## src/rtl/aes_spi_scheduler.sv

```systemverilog
// Two-requester SPI front end for a pair of AES slaves: streams key then block to the
// granted slave, idles while it computes, then shifts the 128-bit result back in.
module aes_spi_scheduler #(
    parameter int NK          = 8,
    parameter int WAIT_CYCLES = 56
) (
    input  logic             clk,
    input  logic             reset,
    input  logic             req0,
    input  logic             req1,
    input  logic [32*NK-1:0] key0,
    input  logic [32*NK-1:0] key1,
    input  logic [127:0]     blk0,
    input  logic [127:0]     blk1,
    output logic [1:0]       cs_n,
    output logic             mosi,
    input  logic             miso,
    output logic             busy,
    output logic             done0,
    output logic             done1,
    output logic [127:0]     result,
    output logic [2:0]       state_dbg
);
    localparam int KB = 32 * NK;
    localparam int SW = KB + 128;
    localparam logic [15:0] KEY_LAST  = 16'(KB - 1);
    localparam logic [15:0] BLK_LAST  = 16'd127;
    localparam logic [15:0] WAIT_LAST = (WAIT_CYCLES > 0) ? 16'(WAIT_CYCLES - 1) : 16'd0;

    typedef enum logic [2:0] {
        S_IDLE, S_SEND_KEY, S_SEND_BLK, S_WAIT, S_RECV, S_DONE
    } state_t;

    state_t        state, state_n;
    logic [15:0]   cnt;
    logic [SW-1:0] sh;
    logic          grant, prio, pick, cnt_zero;
    logic [1:0]    cs_sel;

    assign cnt_zero  = (cnt == 16'd0);
    // prio names the requester that wins a tie; it flips to the other one after each grant
    assign pick      = (req0 && req1) ? prio : req1;
    assign cs_sel    = grant ? 2'b01 : 2'b10;
    assign state_dbg = state;

    always_ff @(posedge clk) begin
        if (reset) state <= S_IDLE;
        else       state <= state_n;
    end

    always_comb begin
        state_n = state;
        cs_n    = 2'b11;
        mosi    = 1'b0;
        busy    = (state != S_IDLE);
        done0   = 1'b0;
        done1   = 1'b0;
        case (state)
            S_IDLE: if (req0 || req1) state_n = S_SEND_KEY;
            S_SEND_KEY: begin
                cs_n = cs_sel;
                mosi = sh[SW-1];
                if (cnt_zero) state_n = S_SEND_BLK;
            end
            S_SEND_BLK: begin
                cs_n = cs_sel;
                mosi = sh[SW-1];
                if (cnt_zero) state_n = (WAIT_CYCLES > 0) ? S_WAIT : S_RECV;
            end
            S_WAIT: begin
                cs_n = cs_sel;
                if (cnt_zero) state_n = S_RECV;
            end
            S_RECV: begin
                cs_n = cs_sel;
                if (cnt_zero) state_n = S_DONE;
            end
            S_DONE: begin
                done0   = ~grant;
                done1   = grant;
                state_n = S_IDLE;
            end
            default: state_n = S_IDLE;
        endcase
    end

    // One shift register carries key+block out, then collects the result in its low bits.
    always_ff @(posedge clk) begin
        if (reset) begin
            cnt    <= '0;
            sh     <= '0;
            grant  <= 1'b0;
            prio   <= 1'b0;
            result <= '0;
        end else begin
            case (state)
                S_IDLE: begin
                    if (req0 || req1) begin
                        grant <= pick;
                        prio  <= ~pick;
                        sh    <= pick ? {key1, blk1} : {key0, blk0};
                        cnt   <= KEY_LAST;
                    end
                end
                S_SEND_KEY: begin
                    sh  <= {sh[SW-2:0], 1'b0};
                    cnt <= cnt_zero ? BLK_LAST : cnt - 16'd1;
                end
                S_SEND_BLK: begin
                    sh  <= {sh[SW-2:0], 1'b0};
                    cnt <= cnt_zero ? ((WAIT_CYCLES > 0) ? WAIT_LAST : BLK_LAST) : cnt - 16'd1;
                end
                S_WAIT: cnt <= cnt_zero ? BLK_LAST : cnt - 16'd1;
                S_RECV: begin
                    sh  <= {sh[SW-2:0], miso};
                    cnt <= cnt_zero ? cnt : cnt - 16'd1;
                    if (cnt_zero) result <= {sh[126:0], miso};
                end
                default: ;
            endcase
        end
    end
endmodule
```

## config.mk

```make
export PLATFORM = sky130hd
export DESIGN_NAME = aes_spi_scheduler
export DESIGN_NICKNAME = d
export VERILOG_FILES = /design/src/rtl/aes_spi_scheduler.sv
export SDC_FILE = /design/constraint.sdc
export NUM_CORES = 1
export LEC_CHECK = 0
export BUFFER_PORTS_ARGS = -buffer_cell sky130_fd_sc_hd__buf_2
export CORE_AREA = 3 3 357 359
export CTS_CLUSTER_SIZE = 20
export DETAILED_ROUTE_END_ITERATION = 10
export DIE_AREA = 0 0 360 362
export PLACE_DENSITY_LB_ADDON = 0.05
export SLEW_MARGIN = 20
export SYNTH_ARGS = -nofsm -noshare
export SYNTH_HDL_FRONTEND = slang
export SYNTH_SLANG_ARGS = --single-unit
```

## constraint.sdc

```tcl
create_clock -name clk -period 2.09 [get_ports clk]
set_input_delay 0 -clock clk [delete_from_list [all_inputs] [get_ports clk]]
set_output_delay 0 -clock clk [all_outputs]
set_load 0.02 [all_outputs]
```

==> results of run 1 <==
==> final timing paths <==
| path | endpoint | from | cells past startpoint | slack [ns] |
|---|---|---|---|---|
| worst max-delay path | cs_n[1] | state_dbg[2] | 6 | 0.1 |
| worst min-delay path | sh[315] | key0[187] | 4 | -0.01 |
| worst max register to register | cnt[3] | cnt[7] | 7 | 0.1 |
| worst min register to register | result[30] | result[30] | 2 | 0.45 |
==> power breakdown <==
group	internal (W)	switching (W)
registers	0.0111	0.000576
clock network	0.00770	0.00492
logic	0.00390	0.00334
==> cell type report <==
type                       instances  area (um^2)
sequential                       533        10700
timing repair buffer            1791        13700
clock buffer                     114         2200
antenna                            2         5.00
fill                           12900        80700
clock inverter                    15          193
tap                             1637         2050
inverter                           5         18.8
multi-input combinational       2427        14600
==> cells in the final DEF, fill, tap and decap left out, drive strengths merged, types with 4 or more instances in the layout <==
cell	instances
buf	1151
nand2	652
dlygate4sd3	633
dfxtp	533
a21oi	521
nor2	407
mux2i	384
a211o	383
clkbuf	121
inv	9
xnor2	8
nor3	7
clkinv	6
o21ai	6
nor4	5
nand3	4
bufinv	4
a2111oi	4
==> kinds of logic (layout without fill, tap and decap cells) <==
kind of cell | after synthesis | after routing
AO/OA/AOI/OAI | 936 | 936
XOR/XNOR | 10 | 10
adder cells (fa/ha/maj) | 1 | 1
buffers and inverters | 311 | 1925
flip-flops | 533 | 533
multiplexers | 385 | 385
other | 0 | 2
AND/OR/NAND/NOR | 1095 | 1095
==> stage by stage <==
step,utilization,TNS [ns],instances
global placement,0.276,-6.10,5749
global route,0.350,-0.0694,6522
detailed placement,0.276,-2.68,5749
finish,0.350,0,6524
CTS,0.347,0,6510
floorplan,-,0,3271
==> repair_timing <==
action	in CTS	in global routing
gates cloned	0	7
resized for setup	13	44
pin swaps	0	5
hold buffers	632	1
endpoints found under the setup margin	100	404
buffers inserted	0	4
endpoints found under the hold margin	344	1
==> layer usage <==
layer | global-route usage | vias to the layer above | share of wire
met4 | 0.0510 | 0 | 0.025
met2 | 0.299 | 679 | 0.50
li1 | - | 14600 | -
met5 | 0 | - | 0
met1 | 0.201 | 13400 | 0.43
met3 | 0.0344 | 127 | 0.050
==> flip-flops by register name (all words and copies together) (netlist names) <==
name and count:
prio 1, result 128, grant 1, state_dbg 3, sh 384, cnt 16
==> critical path: stages, from the launching register on <==
cell and delay, ns:
dfxtp_4 0.38, or3b_4 0.43, buf_6 0.14, nand2_4 0.07
buf_6 0.13, nand2_1 0.05, buf_2 0.16
==> metrics, run 1 <==
WL per Instance=17.8 um; Final WS setup=0.0950 ns; synthesized-area fraction occupied by adder cells=0.000472; Worst Path Max Fanout=7; share of post-route cells with drive strength above 1=0.270; Final Hold Viols=2; CTS tree=yes; placed cell areas=34,300 um^2; crit share post-route=0.955; CP Data Arrival Time=1.99 ns; CP startpoint kind=register; Ports=910; clk sink count=533; via density per instance=4.41; Final HPWL DP=79,500 um; FFs w/ async S/R, synth=0; Mean Syn Cell Area=8.11 um^2; Synth cell types=52; status=finished with violations; RSZ-0062 raised after global routing=true; CTS buffer count=73; Pwr Total=0.0316 W; overall routing resource usage=0.167; row cnt=129; number of synthesized flops with an enable pin=0; synth cell count leaders=nand2_1 (652), dfxtp_1 (533), a21oi_1 (520), nor2_1 (407), mux2i_1 (384); Root Buffer=clkbuf_16; # nets final=5,605; first-pass GRT wire length=172,000 um; number of max-cap violations=0; Synth Instances=3,271; die span in x=360 um; Area growth syn-to-layout=63.7%; Yosys top cell by area=dfxtp_1; pin count of the biggest net entering global routing=99; pre-CTS setup slack=-0.161 ns; largest family of logic cells by synthesized area=compound AO/OA/AOI/OAI gates; Worst IR Drop VDD=0.613 mV; via count=28,800; number of synthesis warnings=0; Synth Area in Simple Gates=0.160; FF+latch count, synth=533; clk_lat worst skew=0.62 ns; Compound-Gate Fraction of Synth Area=0.235; Mapped Area=26,500 um^2; Post-synth top flop=dfxtp_1; post-synthesis sequential area ratio=0.402; Die Y=362 um; initial core utilization=0.214; initial antenna violation count=2; Antenna Violating Nets Remaining=0; top-count cell post-synth=nand2_1; Initial DRT Pass Iterations=7; pwr/cell area=727 nW/um^2; critical path class=reg2out; synth top area cells=dfxtp_1 (40%), mux2i_1 (14%), a211o_1 (13%), a21oi_1 (9.8%), nand2_1 (9.2%); setup violators final=0; Max Freq=501 MHz; H-tree lvl count=3; Leak=20.8 nW; clock skew=0.0237 ns; relative slew slack=0.577; Crit path required time=2.09 ns; CP Capture Type=output port; number of global-route vias before repair=29,300; Hold Path Class=in2reg; mux contribution to synthesized area=0.145; GPL Wtd Cong=0.736; Hold WS=-0.0118 ns; Worst-path clk slew=0.05 ns; Clock Path Buffers=3; CORE AREA=124,000 um^2; fin crit period=1.99 ns; WL final=116,000 um; # DRC=0; failing checks=negative hold slack; Slew Limit Fails=0; PortBufs=909; total grt overflow=0; Finished Cell Area=43,400 um^2; die area=130,000 um^2; DRT iter0 DRCs=1,494; top cell type's share of synthesized area=0.402; net count after synthesis=4,045; Post-Synth XOR/XNOR Area=0.00330; Worst Max-Slew Pin Slew=0.629 ns
No activity file was read; power rests on OpenSTA's default activity.
==> inputs of run 2 (changes only) <==
ABC_AREA = 1   (was not set)
CORE_AREA = 3 3 355 357   (was 3 3 357 359)
DIE_AREA = 0 0 358 360   (was 0 0 360 362)
==> metrics, run 2 <==
status=finished clean; CTS tree=yes; top cell type's share of synthesized area=0.407 (+0.00441); Ports=910 (unchanged); Mean Syn Cell Area=6.31 um^2 (-22%); Die Y=360 um (-0.55%); Total Neg Setup Slack=0 ns (unchanged); post-synthesis sequential area ratio=0.407 (+0.00441); top-count cell post-synth=nand2_1; FFs w/ async S/R, synth=0 (unchanged); share of post-route cells with drive strength above 1=0.205 (-0.0651); most common cell after layout, fill and taps aside=nand2_1; Slew Limit Fails=0 (unchanged); Post-synth top flop=dfxtp_1; biggest regs=sh x384, result x128, cnt x16; Hold Path Sink=sh[11]; Hold Path Class=in2reg; clk_lat worst skew=0.63 ns (about the same); R2R depth=10 (+3); RR Startpoint=state_dbg[1]; CORE AREA=123,000 um^2 (-0.65%); relative slew slack=0.602 (+0.0254); CP Data Arrival Time=1.95 ns (-0.04 ns); die area=129,000 um^2 (-1.1%); Worst Max-Slew Pin Slew=0.597 ns (-0.0323 ns); placed cell areas=33,200 um^2 (-3.0%); WL per Instance=17.2 um (-3.5%); CP Capture Type=output port; initial antenna violation count=7 (+5); number of max-cap violations=0 (unchanged); Worst-path clk slew=0.06 ns (about the same); FILL cells=13,300 (+2.6%); Mapped Area=26,200 um^2 (-1.1%); number of synthesis warnings=0 (unchanged); number of global-route vias before repair=33,400 (+14%); setup violators final=0 (unchanged); Leak=20.7 nW (-0.27%); # nets final=6,496 (+16%); Initial DRT Pass Iterations=7 (unchanged); synth cell count leaders=nand2_1 (1,976), dfxtp_1 (533), o21ai_0 (459), a31oi_1 (383), nor2_1 (302); Synth Instances=4,157 (+27%); initial core utilization=0.213 (-0.000935); die span in x=358 um (-0.56%); pwr/cell area=1170 nW/um^2 (+61%); # DRC=0 (unchanged); H-tree lvl count=3 (unchanged); PortBufs=909 (unchanged); Max Freq=514 MHz (+2.5%); Worst Path Max Fanout=5 (-2); Yosys top cell by area=dfxtp_1; clock skew=0.0220 ns (-0.00166 ns); Root Buffer=clkbuf_16; net count after synthesis=4,931 (+22%); synth top area cells=dfxtp_1 (41%), nand2_1 (28%), a31oi_1 (9.1%), o21ai_0 (8.8%), nor2_1 (4.3%); total grt overflow=0 (unchanged); critical path class=reg2out; Largest register FFs=384 (unchanged); Most flops, register=sh; Worst IR Drop VDD=0.771 mV (+26%); pin count of the biggest net entering global routing=110 (+11%); CP startpoint kind=register; RSZ-0062 raised after global routing=false; fin crit period=1.95 ns (-0.0479 ns); register area=10,700 um^2 (about the same); Synth cell types=28 (-46%); clk sink count=533 (unchanged); first-pass GRT wire length=191,000 um (+11%); FF+latch count, synth=533 (unchanged); CTS buffer count=70 (-4.1%); via count=32,800 (+14%); HP Start=blk0[11]; GPL Wtd Cong=0.848 (+15%); overall routing resource usage=0.187 (+0.0200); r2r endpoint=sh[158]; number of synthesized flops with an enable pin=0 (unchanged); via density per instance=4.43 (+0.45%); Crit path required time=2.09 ns (about the same); row cnt=129 (unchanged); WL final=127,000 um (+9.5%); Final Hold Viols=0 (-2); crit share post-route=0.932 (-0.0229); Final HPWL DP=87,700 um (+10%); most frequent cells in the layout=nand2_1 (1,973), buf_2 (907), dlygate4sd3_1 (772), dfxtp_1 (531), o21ai_0 (459); DRT iter0 DRCs=1,711 (+15%); Clock Path Buffers=3 (unchanged); Finished Cell Area=43,300 um^2 (-0.17%); Area growth syn-to-layout=65.2%; Antenna Violating Nets Remaining=0 (unchanged); Hold Path Stages=5 (+1); r2r setup slk=0.14 ns (+0.05 ns); Multi-input gate area=14,000 um^2 (-4.1%)
## run 2: layout make-up
| type | count | area share |
|---|---|---|
| inverters | 39 | 0.00419 |
| repair buffers | 1834 | 0.328 |
| clock inverters | 10 | 0.00300 |
| well taps | 1637 | 0.0473 |
| multi-input cells | 3244 | 0.323 |
| flip-flops and latches | 533 | 0.246 |
| clock buffers | 104 | 0.0481 |
| diodes | 5 | 0.000289 |
## run 2: how the worst max path moves through the flow
| stage | slack [ns] | endpoint | cells past startpoint | startpoint |
|---|---|---|---|---|
| 6_report | 0.14 | cs_n[0] | 9 | state_dbg[1] |
| 5_1_grt | 0.009 | cs_n[1] | 9 | state_dbg[1] |
| 4_1_cts | 0.01 | cs_n[0] | 9 | state_dbg[1] |
| 3_5_place_dp | 0.14 | result[125] | 9 | cnt[0] |
| 3_3_place_gp | 0.14 | result[85] | 9 | cnt[0] |
| 2_1_floorplan | 0.30 | sh[149] | 10 | state_dbg[2] |
## run 2: power breakdown
part | total [W] | internal, W | switching (W)
Sequential | 0.0149 | 0.0132 | 0.00172
Combinational | 0.0240 | 0.00924 | 0.0147
Clock | 0.0118 | 0.00710 | 0.00472
Total | 0.0507 | 0.0295 | 0.0212
## run 2: what timing repair did
action | CTS | global route
setup endpoints to repair | 2 | 64
pin swaps | 0 | 3
setup buffers | 0 | 2
endpoints found under the hold margin | 392 | 0
hold buffers | 772 | 0
gates resized for setup | 7 | 12
cloned | 0 | 3
## run 2: stage by stage
stage	hold slack (ns)	worst slack (ns)	total power, W	utilization	cells
4_1_cts	0.0538	0.0108	0.0513	0.350	7396
3_5_place_dp	0.314	0.139	0.0379	0.269	6510
2_1_floorplan	0.0691	0.302	0.0290	-	4157
3_3_place_gp	0.312	0.141	0.0379	0.269	6510
5_1_grt	0.0615	0.00856	0.0551	0.351	7403
6_report	0.128	0.143	0.0507	0.352	7406
## run 2: metal layers
layer,up-vias,part of all wire,GRT usage
met4,4,0.036,0.0675
met1,15000,0.43,0.228
met3,204,0.058,0.0403
met5,-,0.00021,0
li1,16700,-,-
met2,862,0.47,0.322
## run 2: cells by family after synthesis
logic type               Yosys count  synth area share
flip-flops                       533             0.407
adder cells (fa/ha/maj)            1          0.000477
XOR/XNOR                           6           0.00200
buffers and inverters            380            0.0620
AND/OR/NAND/NOR                 2316             0.335
AO/OA/AOI/OAI                    921             0.194
## run 2: worst max-delay path: stages (launching register included)
cell     delay, ns
dfxtp_2       0.33
inv_1         0.09
nand2_1       0.10
nor2_4        0.17
buf_6         0.14
nor2_4        0.04
inv_1         0.07
buf_4         0.14
nand2_2       0.08
buf_4         0.17
==> inputs of run 3 (changes only) <==
MAX_ROUTING_LAYER = met4   (was not set)
PLACE_DENSITY_LB_ADDON = 0.3   (was 0.05)
==> metrics, run 3 (synthesized netlist as in run 2, its figures left out) <==
biggest regs=sh x384, result x128, cnt x16; Final HPWL DP=77,800 um (-11%); row cnt=129 (unchanged); Hold Path Class=in2reg; CORE AREA=123,000 um^2 (unchanged); fin crit period=2.01 ns (+0.0590 ns); RSZ-0062 raised after global routing=true; CTS buffer count=68 (-2.9%); total grt overflow=0 (unchanged); setup violators final=0 (unchanged); Initial DRT Pass Iterations=5 (-2); most common cell after layout, fill and taps aside=nand2_1; clk sink count=533 (unchanged); Slew Limit Fails=0 (unchanged); Largest register FFs=384 (unchanged); Ports=910 (unchanged); CTS tree=yes; clk_lat worst skew=0.64 ns (about the same); Worst Path Max Fanout=30 (+25); number of global-route vias before repair=33,700 (+0.97%); clock skew=0.0211 ns (-0.000952 ns); most frequent cells in the layout=nand2_1 (1,974), buf_2 (909), dlygate4sd3_1 (772), dfxtp_1 (531), o21ai_0 (457); relative slew slack=0.732 (+0.130); via density per instance=4.61 (+4.0%); WL final=124,000 um (-2.6%); via count=34,200 (+4.3%); crit share post-route=0.960 (+0.0282); Pwr Total=0.0514 W (+1.3%); DRT iter0 DRCs=2,344 (+37%); first-pass GRT wire length=183,000 um (-4.4%); overall routing resource usage=0.181 (-0.00599); initial core utilization=0.213 (unchanged); Worst-path clk slew=0.06 ns (about the same); initial antenna violation count=3 (-4); CP Data Arrival Time=2.55 ns (+0.60 ns); Antenna Violating Nets Remaining=0 (unchanged); Root Buffer=clkbuf_16; pwr/cell area=1170 nW/um^2 (+0.29%); die span in x=358 um (unchanged); CP Capture Type=register; share of post-route cells with drive strength above 1=0.209 (+0.00448); Die Y=360 um (unchanged); placed cell areas=33,200 um^2 (about the same); Clock Path Buffers=3 (unchanged); Max Freq=498 MHz (-2.9%); WL per Instance=16.7 um (-2.8%); number of max-cap violations=0 (unchanged); PortBufs=909 (unchanged); Total Neg Setup Slack=0 ns (unchanged); critical path class=reg2reg; status=finished clean; Final Hold Viols=0 (unchanged); H-tree lvl count=3 (unchanged); CP startpoint kind=register; Worst IR Drop VDD=0.795 mV (+3.2%); FILL cells=12,700 (-4.2%); Most flops, register=sh; Worst Max-Slew Pin Slew=0.402 ns (-0.195 ns); pin count of the biggest net entering global routing=123 (+12%); GPL Wtd Cong=0.867 (+2.3%); Leak=20.9 nW (+0.92%); die area=129,000 um^2 (unchanged); Crit path required time=2.63 ns (+0.54 ns); Area growth syn-to-layout=66.9%; # nets final=6,504 (+0.12%); Finished Cell Area=43,800 um^2 (+1.1%); # DRC=0 (unchanged); Core Util, Final=0.355 (+0.00371)
==> run 3: cell types whose count changed in the layout (fill, tap and decap cells not counted), moves of 3 or more <==
| cell | previous run | this run |
|---|---|---|
| buf_12 | 53 | 48 |
| buf_16 | 4 | 12 |
| bufinv_16 | 2 | 7 |
| clkbuf_1 | 17 | 10 |
| clkbuf_8 | 14 | 9 |
| clkinv_16 | 0 | 5 |
| clkinv_2 | 4 | 12 |
| clkinvlp_4 | 0 | 5 |
| inv_1 | 34 | 31 |
| inv_2 | 1 | 4 |
| inv_6 | 1 | 5 |
| nor2_2 | 1 | 4 |
==> run 3: layout make-up <==
cell class	count	area [um^2]	share of cell area
diodes	4	10.0	0.000228
clock buffers	87	1860	0.0425
clock inverters	37	522	0.0119
inverters	39	198	0.00451
multi-input cells	3244	14000	0.319
flip-flops and latches	533	10700	0.244
well taps	1637	2050	0.0468
repair buffers	1844	14500	0.331
==> run 3: per-stage QoR <==
step	std cells	setup WS, ns	hold WS, ns
2_1_floorplan	4157	0.302	0.0691
6_report	7425	0.0839	0.177
3_5_place_dp	6509	0.109	0.314
3_3_place_gp	6509	0.137	0.309
4_1_cts	7405	0.0223	0.109
5_1_grt	7422	-0.0480	0.173
==> run 3: repair_timing <==
| item | 4_1_cts | 5_1_grt |
|---|---|---|
| hold endpoints to repair | 394 | 0 |
| hold buffers | 772 | 0 |
| setup endpoints to repair | 2 | 339 |
| gates cloned | 0 | 9 |
| gates resized for setup | 1 | 34 |
| setup buffers | 0 | 7 |
| pin swaps | 0 | 4 |
==> run 3: worst max-delay path: stages, from the launching register on <==
cell and delay, ns:
dfxtp_2 0.35, inv_1 0.09, nand2_1 0.11, nor2_4 0.23, nor2_4 0.06, buf_12 0.14
buf_12 0.13, clkinv_8 0.14, buf_12 0.18, buf_16 0.19, nand2_1 0.07, a31oi_1 0.18
==> run 3: final timing paths <==
path,startpoint,end,slack [ns],cells past startpoint
hold / removal,req1,sh[331],0.18,7
setup reg to reg,state_dbg[0],sh[111],0.08,11
hold reg to reg,result[0],result[0],0.45,2
setup / recovery,state_dbg[0],sh[111],0.08,11
==> run 3: where the power goes <==
| part | internal (W) | switching, W |
|---|---|---|
| clock network | 0.00732 | 0.00507 |
| registers | 0.0132 | 0.00177 |
| logic | 0.00956 | 0.0145 |
==> run 3: metal layers <==
| layer | up-vias | GRT usage | part of all wire |
|---|---|---|---|
| met5 | - | - | 0 |
| met4 | 0 | 0.0996 | 0.058 |
| met3 | 431 | 0.0346 | 0.069 |
| met2 | 1434 | 0.297 | 0.47 |
| met1 | 15600 | 0.207 | 0.41 |
| li1 | 16700 | - | - |
